==> src/rtl/viterbi_ber_scoreboard_if.sv <==
// Stream/result bundle between the Viterbi test chain and the BER scoreboard.
// master: the side driving reference/decoded bits and start controls.
// slave : the scoreboard itself.
interface viterbi_ber_scoreboard_if #(
  parameter int unsigned CNT_W  = 32,
  parameter int unsigned SKIP_W = 16
);
  logic              start_i;
  logic              auto_sync_i;
  logic [SKIP_W-1:0] skip_i;
  logic              ref_valid_i;
  logic              ref_bit_i;
  logic              dut_valid_i;
  logic              dut_bit_i;
  logic [CNT_W-1:0]  good_o;
  logic [CNT_W-1:0]  bad_o;
  logic [CNT_W-1:0]  slip_o;
  logic              locked_o;
  logic              fail_o;
  logic              overflow_o;
  logic              bit_err_o;

  modport master (
    output start_i, auto_sync_i, skip_i, ref_valid_i, ref_bit_i, dut_valid_i, dut_bit_i,
    input  good_o, bad_o, slip_o, locked_o, fail_o, overflow_o, bit_err_o
  );

  modport slave (
    input  start_i, auto_sync_i, skip_i, ref_valid_i, ref_bit_i, dut_valid_i, dut_bit_i,
    output good_o, bad_o, slip_o, locked_o, fail_o, overflow_o, bit_err_o
  );
endinterface

==> src/rtl/viterbi_ber_scoreboard.sv <==
// BER scoreboard: buffers reference bits in a FIFO, aligns them to the decoded
// stream (fixed skip, optional slip search), then counts good/bad bits.
module viterbi_ber_scoreboard #(
  parameter int unsigned DEPTH        = 2048,
  parameter int unsigned CNT_W        = 32,
  parameter int unsigned SKIP_W       = 16,
  parameter int unsigned SYNC_WIN     = 64,
  parameter int unsigned SYNC_MAX_ERR = 2
) (
  input logic                     clk,
  input logic                     rst,
  viterbi_ber_scoreboard_if.slave bus
);
  localparam int unsigned AW    = $clog2(DEPTH);
  localparam int unsigned WIN_W = $clog2(SYNC_WIN + 1);
  localparam int unsigned ERR_W = $clog2(SYNC_MAX_ERR + 2);
  localparam logic [WIN_W-1:0] WIN_LAST = WIN_W'(SYNC_WIN);
  localparam logic [ERR_W-1:0] ERR_LIM  = ERR_W'(SYNC_MAX_ERR);
  localparam logic [CNT_W-1:0] SLIP_LIM = CNT_W'(DEPTH);

  typedef enum logic [2:0] {
    S_IDLE, S_SKIP, S_SYNC, S_SLIP, S_TRACK, S_FAIL
  } state_t;

  state_t            state_q, state_d;
  logic [AW:0]       wr_ptr_q, wr_ptr_d;
  logic [AW:0]       rd_ptr_q, rd_ptr_d;
  logic [SKIP_W-1:0] skip_cnt_q, skip_cnt_d;
  logic [WIN_W-1:0]  win_q, win_d;
  logic [ERR_W-1:0]  err_q, err_d;
  logic [CNT_W-1:0]  good_q, good_d;
  logic [CNT_W-1:0]  bad_q, bad_d;
  logic [CNT_W-1:0]  slip_q, slip_d;
  logic              ovf_q, ovf_d;
  logic              bit_err_q, bit_err_d;
  logic              mem_q [DEPTH];

  logic empty, full, ref_head;
  logic push, push_ok, pop, cmp, mism;

  // FIFO status from pointers; the extra wrap bit separates full from empty
  always_comb begin
    empty    = (wr_ptr_q == rd_ptr_q);
    full     = (wr_ptr_q[AW] != rd_ptr_q[AW]) && (wr_ptr_q[AW-1:0] == rd_ptr_q[AW-1:0]);
    ref_head = mem_q[rd_ptr_q[AW-1:0]];
  end

  // Run control, FIFO bookkeeping, alignment search and error counting
  always_comb begin
    state_d    = state_q;
    wr_ptr_d   = wr_ptr_q;
    rd_ptr_d   = rd_ptr_q;
    skip_cnt_d = skip_cnt_q;
    win_d      = win_q;
    err_d      = err_q;
    good_d     = good_q;
    bad_d      = bad_q;
    slip_d     = slip_q;
    ovf_d      = ovf_q;
    bit_err_d  = 1'b0;
    push       = 1'b0;
    push_ok    = 1'b0;
    pop        = 1'b0;
    cmp        = 1'b0;
    mism       = 1'b0;

    if (bus.start_i) begin
      // a start from any state begins a fresh run with an empty FIFO
      state_d    = S_SKIP;
      wr_ptr_d   = '0;
      rd_ptr_d   = '0;
      skip_cnt_d = bus.skip_i;
      win_d      = '0;
      err_d      = '0;
      good_d     = '0;
      bad_d      = '0;
      slip_d     = '0;
      ovf_d      = 1'b0;
    end else begin
      cmp  = bus.dut_valid_i && !empty && (state_q == S_SYNC || state_q == S_TRACK);
      mism = cmp && (bus.dut_bit_i != ref_head);
      // the slip pop lives in its own state, so it can never coincide with a compare pop
      pop  = cmp || (state_q == S_SLIP && !empty);
      push = bus.ref_valid_i && (state_q != S_IDLE);

      if (push) begin
        if (!full || pop) begin
          push_ok  = 1'b1;
          wr_ptr_d = wr_ptr_q + 1'b1;
        end else begin
          ovf_d = 1'b1;
        end
      end
      if (pop) begin
        rd_ptr_d = rd_ptr_q + 1'b1;
      end

      case (state_q)
        S_IDLE: begin
          wr_ptr_d = '0;
          rd_ptr_d = '0;
        end
        S_SKIP: begin
          if (bus.dut_valid_i && skip_cnt_q != '0) begin
            skip_cnt_d = skip_cnt_q - 1'b1;
          end
          if (skip_cnt_d == '0) begin
            state_d = S_SYNC;
          end
        end
        S_SYNC: begin
          if (cmp) begin
            win_d = win_q + 1'b1;
            if (mism && err_q != '1) begin
              err_d = err_q + 1'b1;
            end
            if (win_d == WIN_LAST) begin
              if (err_d <= ERR_LIM) begin
                state_d = S_TRACK;
              end else if (bus.auto_sync_i) begin
                state_d = S_SLIP;
              end else begin
                state_d = S_FAIL;
              end
              win_d = '0;
              err_d = '0;
            end
          end
        end
        S_SLIP: begin
          // waits here until a reference bit exists to drop
          if (!empty) begin
            if (slip_q != '1) begin
              slip_d = slip_q + 1'b1;
            end
            state_d = (slip_d >= SLIP_LIM) ? S_FAIL : S_SYNC;
          end
        end
        S_TRACK: begin
          if (cmp) begin
            if (mism) begin
              bit_err_d = 1'b1;
              if (bad_q != '1) begin
                bad_d = bad_q + 1'b1;
              end
            end else if (good_q != '1) begin
              good_d = good_q + 1'b1;
            end
          end
        end
        S_FAIL: begin
        end
        default: begin
          state_d = S_IDLE;
        end
      endcase
    end
  end

  // State and counter registers
  always_ff @(posedge clk or posedge rst) begin
    if (rst) begin
      state_q    <= S_IDLE;
      wr_ptr_q   <= '0;
      rd_ptr_q   <= '0;
      skip_cnt_q <= '0;
      win_q      <= '0;
      err_q      <= '0;
      good_q     <= '0;
      bad_q      <= '0;
      slip_q     <= '0;
      ovf_q      <= 1'b0;
      bit_err_q  <= 1'b0;
    end else begin
      state_q    <= state_d;
      wr_ptr_q   <= wr_ptr_d;
      rd_ptr_q   <= rd_ptr_d;
      skip_cnt_q <= skip_cnt_d;
      win_q      <= win_d;
      err_q      <= err_d;
      good_q     <= good_d;
      bad_q      <= bad_d;
      slip_q     <= slip_d;
      ovf_q      <= ovf_d;
      bit_err_q  <= bit_err_d;
    end
  end

  // Reference bit storage; contents are don't-care while the pointers say empty
  always_ff @(posedge clk) begin
    if (push_ok) begin
      mem_q[wr_ptr_q[AW-1:0]] <= bus.ref_bit_i;
    end
  end

  assign bus.good_o     = good_q;
  assign bus.bad_o      = bad_q;
  assign bus.slip_o     = slip_q;
  assign bus.locked_o   = (state_q == S_TRACK);
  assign bus.fail_o     = (state_q == S_FAIL);
  assign bus.overflow_o = ovf_q;
  assign bus.bit_err_o  = bit_err_q;
endmodule
==> src/flat_wrapper.sv <==
// flat-port wrapper written by rule: the top's interface ports become plain ports
module viterbi_ber_scoreboard_flat 
#(
  parameter int unsigned DEPTH        = 2048,
  parameter int unsigned CNT_W        = 32,
  parameter int unsigned SKIP_W       = 16,
  parameter int unsigned SYNC_WIN     = 64,
  parameter int unsigned SYNC_MAX_ERR = 2
)
  (clk, rst, bus_start_i, bus_auto_sync_i, bus_skip_i, bus_ref_valid_i, bus_ref_bit_i, bus_dut_valid_i, bus_dut_bit_i, bus_good_o, bus_bad_o, bus_slip_o, bus_locked_o, bus_fail_o, bus_overflow_o, bus_bit_err_o);
  viterbi_ber_scoreboard_if #(.CNT_W(CNT_W), .SKIP_W(SKIP_W)) bus_i ();
  input logic clk;
  input logic rst;
  input wire logic [$bits(bus_i.start_i)-1:0] bus_start_i;
  input wire logic [$bits(bus_i.auto_sync_i)-1:0] bus_auto_sync_i;
  input wire logic [$bits(bus_i.skip_i)-1:0] bus_skip_i;
  input wire logic [$bits(bus_i.ref_valid_i)-1:0] bus_ref_valid_i;
  input wire logic [$bits(bus_i.ref_bit_i)-1:0] bus_ref_bit_i;
  input wire logic [$bits(bus_i.dut_valid_i)-1:0] bus_dut_valid_i;
  input wire logic [$bits(bus_i.dut_bit_i)-1:0] bus_dut_bit_i;
  output wire logic [$bits(bus_i.good_o)-1:0] bus_good_o;
  output wire logic [$bits(bus_i.bad_o)-1:0] bus_bad_o;
  output wire logic [$bits(bus_i.slip_o)-1:0] bus_slip_o;
  output wire logic [$bits(bus_i.locked_o)-1:0] bus_locked_o;
  output wire logic [$bits(bus_i.fail_o)-1:0] bus_fail_o;
  output wire logic [$bits(bus_i.overflow_o)-1:0] bus_overflow_o;
  output wire logic [$bits(bus_i.bit_err_o)-1:0] bus_bit_err_o;
  assign bus_i.start_i = bus_start_i;
  assign bus_i.auto_sync_i = bus_auto_sync_i;
  assign bus_i.skip_i = bus_skip_i;
  assign bus_i.ref_valid_i = bus_ref_valid_i;
  assign bus_i.ref_bit_i = bus_ref_bit_i;
  assign bus_i.dut_valid_i = bus_dut_valid_i;
  assign bus_i.dut_bit_i = bus_dut_bit_i;
  assign bus_good_o = bus_i.good_o;
  assign bus_bad_o = bus_i.bad_o;
  assign bus_slip_o = bus_i.slip_o;
  assign bus_locked_o = bus_i.locked_o;
  assign bus_fail_o = bus_i.fail_o;
  assign bus_overflow_o = bus_i.overflow_o;
  assign bus_bit_err_o = bus_i.bit_err_o;
  viterbi_ber_scoreboard #(.DEPTH(DEPTH), .CNT_W(CNT_W), .SKIP_W(SKIP_W), .SYNC_WIN(SYNC_WIN), .SYNC_MAX_ERR(SYNC_MAX_ERR)) u_core (.clk(clk), .rst(rst), .bus(bus_i));
endmodule
==> config.mk <==
export PLATFORM = sky130hd
export DESIGN_NAME = viterbi_ber_scoreboard_flat
export DESIGN_NICKNAME = d
export VERILOG_FILES = /design/src/rtl/viterbi_ber_scoreboard_if.sv /design/src/rtl/viterbi_ber_scoreboard.sv /design/src/flat_wrapper.sv
export SDC_FILE = /design/constraint.sdc
export NUM_CORES = 2
export LEC_CHECK = 0
export CAP_MARGIN = 20
export CORE_MARGIN = 2
export CORE_UTILIZATION = 60
export DETAILED_ROUTE_END_ITERATION = 8
export PLACE_DENSITY = 0.77
export SYNTH_ARGS = -nofsm -noshare
export SYNTH_HDL_FRONTEND = slang
export SYNTH_SLANG_ARGS = --single-unit
==> constraint.sdc <==
create_clock -name clk -period 6.4 [get_ports clk]
set_input_delay 1.28 -clock clk [delete_from_list [all_inputs] [get_ports clk]]
set_output_delay 1.28 -clock clk [all_outputs]
set_load 0.02 [all_outputs]
==> impl_metrics.tcl <==
set metrics [dict create \
    outcome "finished with violations" \
    violations "setup timing" \
    port_buffers 123 \
    clock_path_buffers 3 \
    synth_seq_cells 2198 \
    clk_latency_ps 890 \
    worstSetupPathType "flip-flop to flip-flop" \
    slowest_stage "o31ai_1" \
    ant_nets 0 \
    power.share.combinational_pct 1.8 \
    min_period_over_period_pct 101 \
    clk_pin_slew_worst_paths_ps 60 \
    grt_pass1_wl_mm 413 \
    yosysWarnings 0 \
    cts_resized 0 \
    worstPathMaxFanout 46 \
    setup_viol 5 \
    drt_iter0_drc 12300 \
    hold_slack_ps 498 \
    cap_violations 0 \
    synth_area_sq_um 98400 \
    start_kind "flip-flop" \
    cts_buffers 211 \
    cts_tree "built" \
    cts_sinks 2198 \
    htree_levels 4 \
    synth_edf_count 2048 \
    critPathTopFamily "compound AO/OA/AOI/OAI gates" \
    seq_power_share_pct 55.3 \
    timing.reg2reg.setup_slack_ps -70 \
    drive_above_1_share_pct 14.6 \
    powerDensity_nw_per_um2 261 \
    avgViaCountPerCell 6.84 \
    hold_buffers 0 \
    end_kind "flip-flop" \
    p_leak_nw 32.4 \
    rows 148 \
    dieArea_sq_um 167000 \
    fmax_ghz 0.155 \
    ys_async_sr_fraction_pct 6.82 \
    slew_headroom_pct 14.3 \
    cp.required_ps 7160 \
    syn-num-nets 7241 \
    vias 64900 \
    syn_to_final_growth_pct 10.7 \
    dpl_cell_area_sq_um 101000 \
    drv_slew 0 \
    hpwlAfterDp_mm 156 \
    gr-total-overflow 0 \
    start_util_pct 60.4 \
    path_cells "buf_12 > buf_12 > nor2b_1 > a2111oi_0 > o31ai_1 > o21ai_0 > nand3_1 > a31oi_1 > nor4_1 > o31ai_1 > nand2_1 > and4_1 > mux2_2" \
    worst_slew_pin_slew_ps 1280 \
    cp_slowest_stage_delay_ps 990 \
    period_needed_ps 6470 \
    power_frac_clock_pct 42.9 \
    power.total_w 0.0285 \
    grt_pass1_vias 61900 \
    critPathBufInv 2 \
    hold_class "flip-flop to flip-flop" \
    postCtsSetupBuffers 0 \
    drtPass1Iterations 6 \
    p_int_w 0.0225 \
    rsz0062_at_grt "no" \
    root_buffer "clkbuf_16" \
    final_nets 7160 \
    die_w_um 409 \
    fin_cells 9484 \
    ys_types 102 \
    finalHoldViolCount 0 \
    peakVddDrop_v 0.000313 \
    swShare_pct 21.1 \
    routedWlPerCell_um 30.5 \
    die_h_um 409 \
    coreArea_sq_um 163000 \
    fin_area_sq_um 109000 \
    finalClockSkew_ps 45.0 \
    grt_max_degree 257 \
    gr-usage-all-layers_pct 34.0 \
    switching_power_w 0.00601 \
    synth_seq_area_share_pct 66.3 \
    syn_inst 7205 \
    avgSynthCellArea_sq_um 13.7 \
    synth_ff_type "edfxtp_1" \
    remaining_drc_errors 0 \
    grt_antenna_before_repair 5 \
    wl_mm 289 \
    finalWeightedCongestion 0.921 \
    timing.final.ws_setup_ps -71.3 \
    crit_arrival_ps 7230 \
    dp_cells 9052 \
    io_pins 124 \
]
worst min-delay path, stage by stage (launching register included):
cell,delay (ps)
dfrtp_1,340
a21oi_1,40
nor2_1,80
registers in the layout, summed over array words and instances (netlist names):
register / count
u_core.bus.good_o: 32
u_core.skip_cnt_q: 16
u_core.wr_ptr_q: 12
u_core.bus.bad_o: 32
u_core.bus.slip_o: 32
u_core.state_q: 3
u_core.win_q: 7
u_core.bus.overflow_o: 1
u_core.mem_q: 2048
u_core.rd_ptr_q: 12
u_core.err_q: 2
u_core.bus.bit_err_o: 1
final cells by class:
type / count / area, sq um
sequential: 2198 / 65300
fill: 10700 / 53900
multi-input combinational: 4305 / 29900
clock buffer: 276 / 5620
timing repair buffer: 370 / 4130
tap: 2175 / 2720
clock inverter: 117 / 1090
inverter: 38 / 148
antenna: 5 / 12.5
cells by family after synthesis:
group,count (synthesis),share of synthesized area [%]
AOI/OAI and AO/OA,511,3.69
adders and majority gates,12,0.153
DFF,2198,66.3
muxes,737,13.0
buffers and inverters,702,3.68
xor gates and xnor gates,83,0.739
and+or+nand+nor,2962,12.4
worst paths after layout:
check	startpoint	cells after the start	end
max in group asynchronous	rst	3	u_core.skip_cnt_q[8]$_DFFE_PP0P_
worst max-delay path	u_core.rd_ptr_q[1]$_DFFE_PP0P_	13	u_core.bus.bad_o[17]$_DFFE_PP0P_
worst min-delay path	u_core.bus.overflow_o$_DFFE_PP0P_	2	u_core.bus.overflow_o$_DFFE_PP0P_
min in group asynchronous	rst	2	u_core.bus.bad_o[12]$_DFFE_PP0P_
worst max register to register	u_core.rd_ptr_q[1]$_DFFE_PP0P_	13	u_core.bus.bad_o[17]$_DFFE_PP0P_
worst min register to register	u_core.bus.overflow_o$_DFFE_PP0P_	2	u_core.bus.overflow_o$_DFFE_PP0P_
metrics by stage:
| step | utilization (%) | setup slack (ps) | setup TNS (ps) |
|---|---|---|---|
| after floorplan | - | 1080 | 0 |
| after global placement | 62.2 | 415 | 0 |
| after detailed placement | 62.2 | 378 | 0 |
| after CTS | 66.3 | 339 | 0 |
| after global routing | 66.9 | 49.2 | 0 |
| final | 66.9 | -71.3 | -157 |
power groups by stage:
stage	logic [W]	clock network, W	registers (W)
final	0.000518	0.0122	0.0157
after global routing	0.000541	0.0128	0.0157
after CTS	0.000499	0.0122	0.0157
after detailed placement	0.000498	0	0.0160
after global placement	0.000481	0	0.0160
after floorplan	0.000162	0	0.0160
cells in the mapped netlist, types with 35 or more instances:
cell      instances  area share, %
nand4_1          35           0.22
nand3_1         111           0.56
inv_1            36           0.14
edfxtp_1       2048             63
dfrtp_1         150            3.8
mux4_1           48            1.3
mux2i_1         258            2.6
a21oi_1          92           0.47
buf_6            41           0.47
mux2_2           65           0.74
mux4_2          364            8.3
clkbuf_1        478            1.8
buf_2            52           0.26
buf_4            46           0.35
o21ai_0          56           0.28
nor2b_1          61           0.39
a22oi_1         120           0.92
nor3_1           51           0.26
nand2_1         278            1.1
xnor2_1          54           0.48
nor2_1         2242            8.6
cell usage in the layout, fill, tap and decap left out, drive strengths merged, types with 16 or more instances in the layout:
master,synthesis,layout
dfrtp,150,150
or3,18,18
o21ai,57,57
a221oi,17,17
o22ai,19,19
and3,28,28
clkbuf,486,276
nand4,35,35
inv,38,42
mux4,412,412
mux2,67,67
nor2,2242,2242
buf,177,249
clkdlybuf4s50,0,121
a21oi,92,92
clkinv,0,99
a22oi,121,121
a31oi,26,26
mux2i,258,258
nor3,51,51
nand2,279,279
a211oi,16,16
xnor2,54,54
xor2,29,29
nand3,111,111
edfxtp,2048,2048
nor2b,61,61
and2,16,16
nor4,35,35
layer usage:
layer  global-route usage, %  up-vias  wire (um)
met4                    16.8        6      17200
met2                    51.6     5350     131000
met5                       0        -         59
li1                        -    26200          -
met3                    9.53      984      43300
met1                    45.6    32300      97400
(Power assumes the default switching activity.)
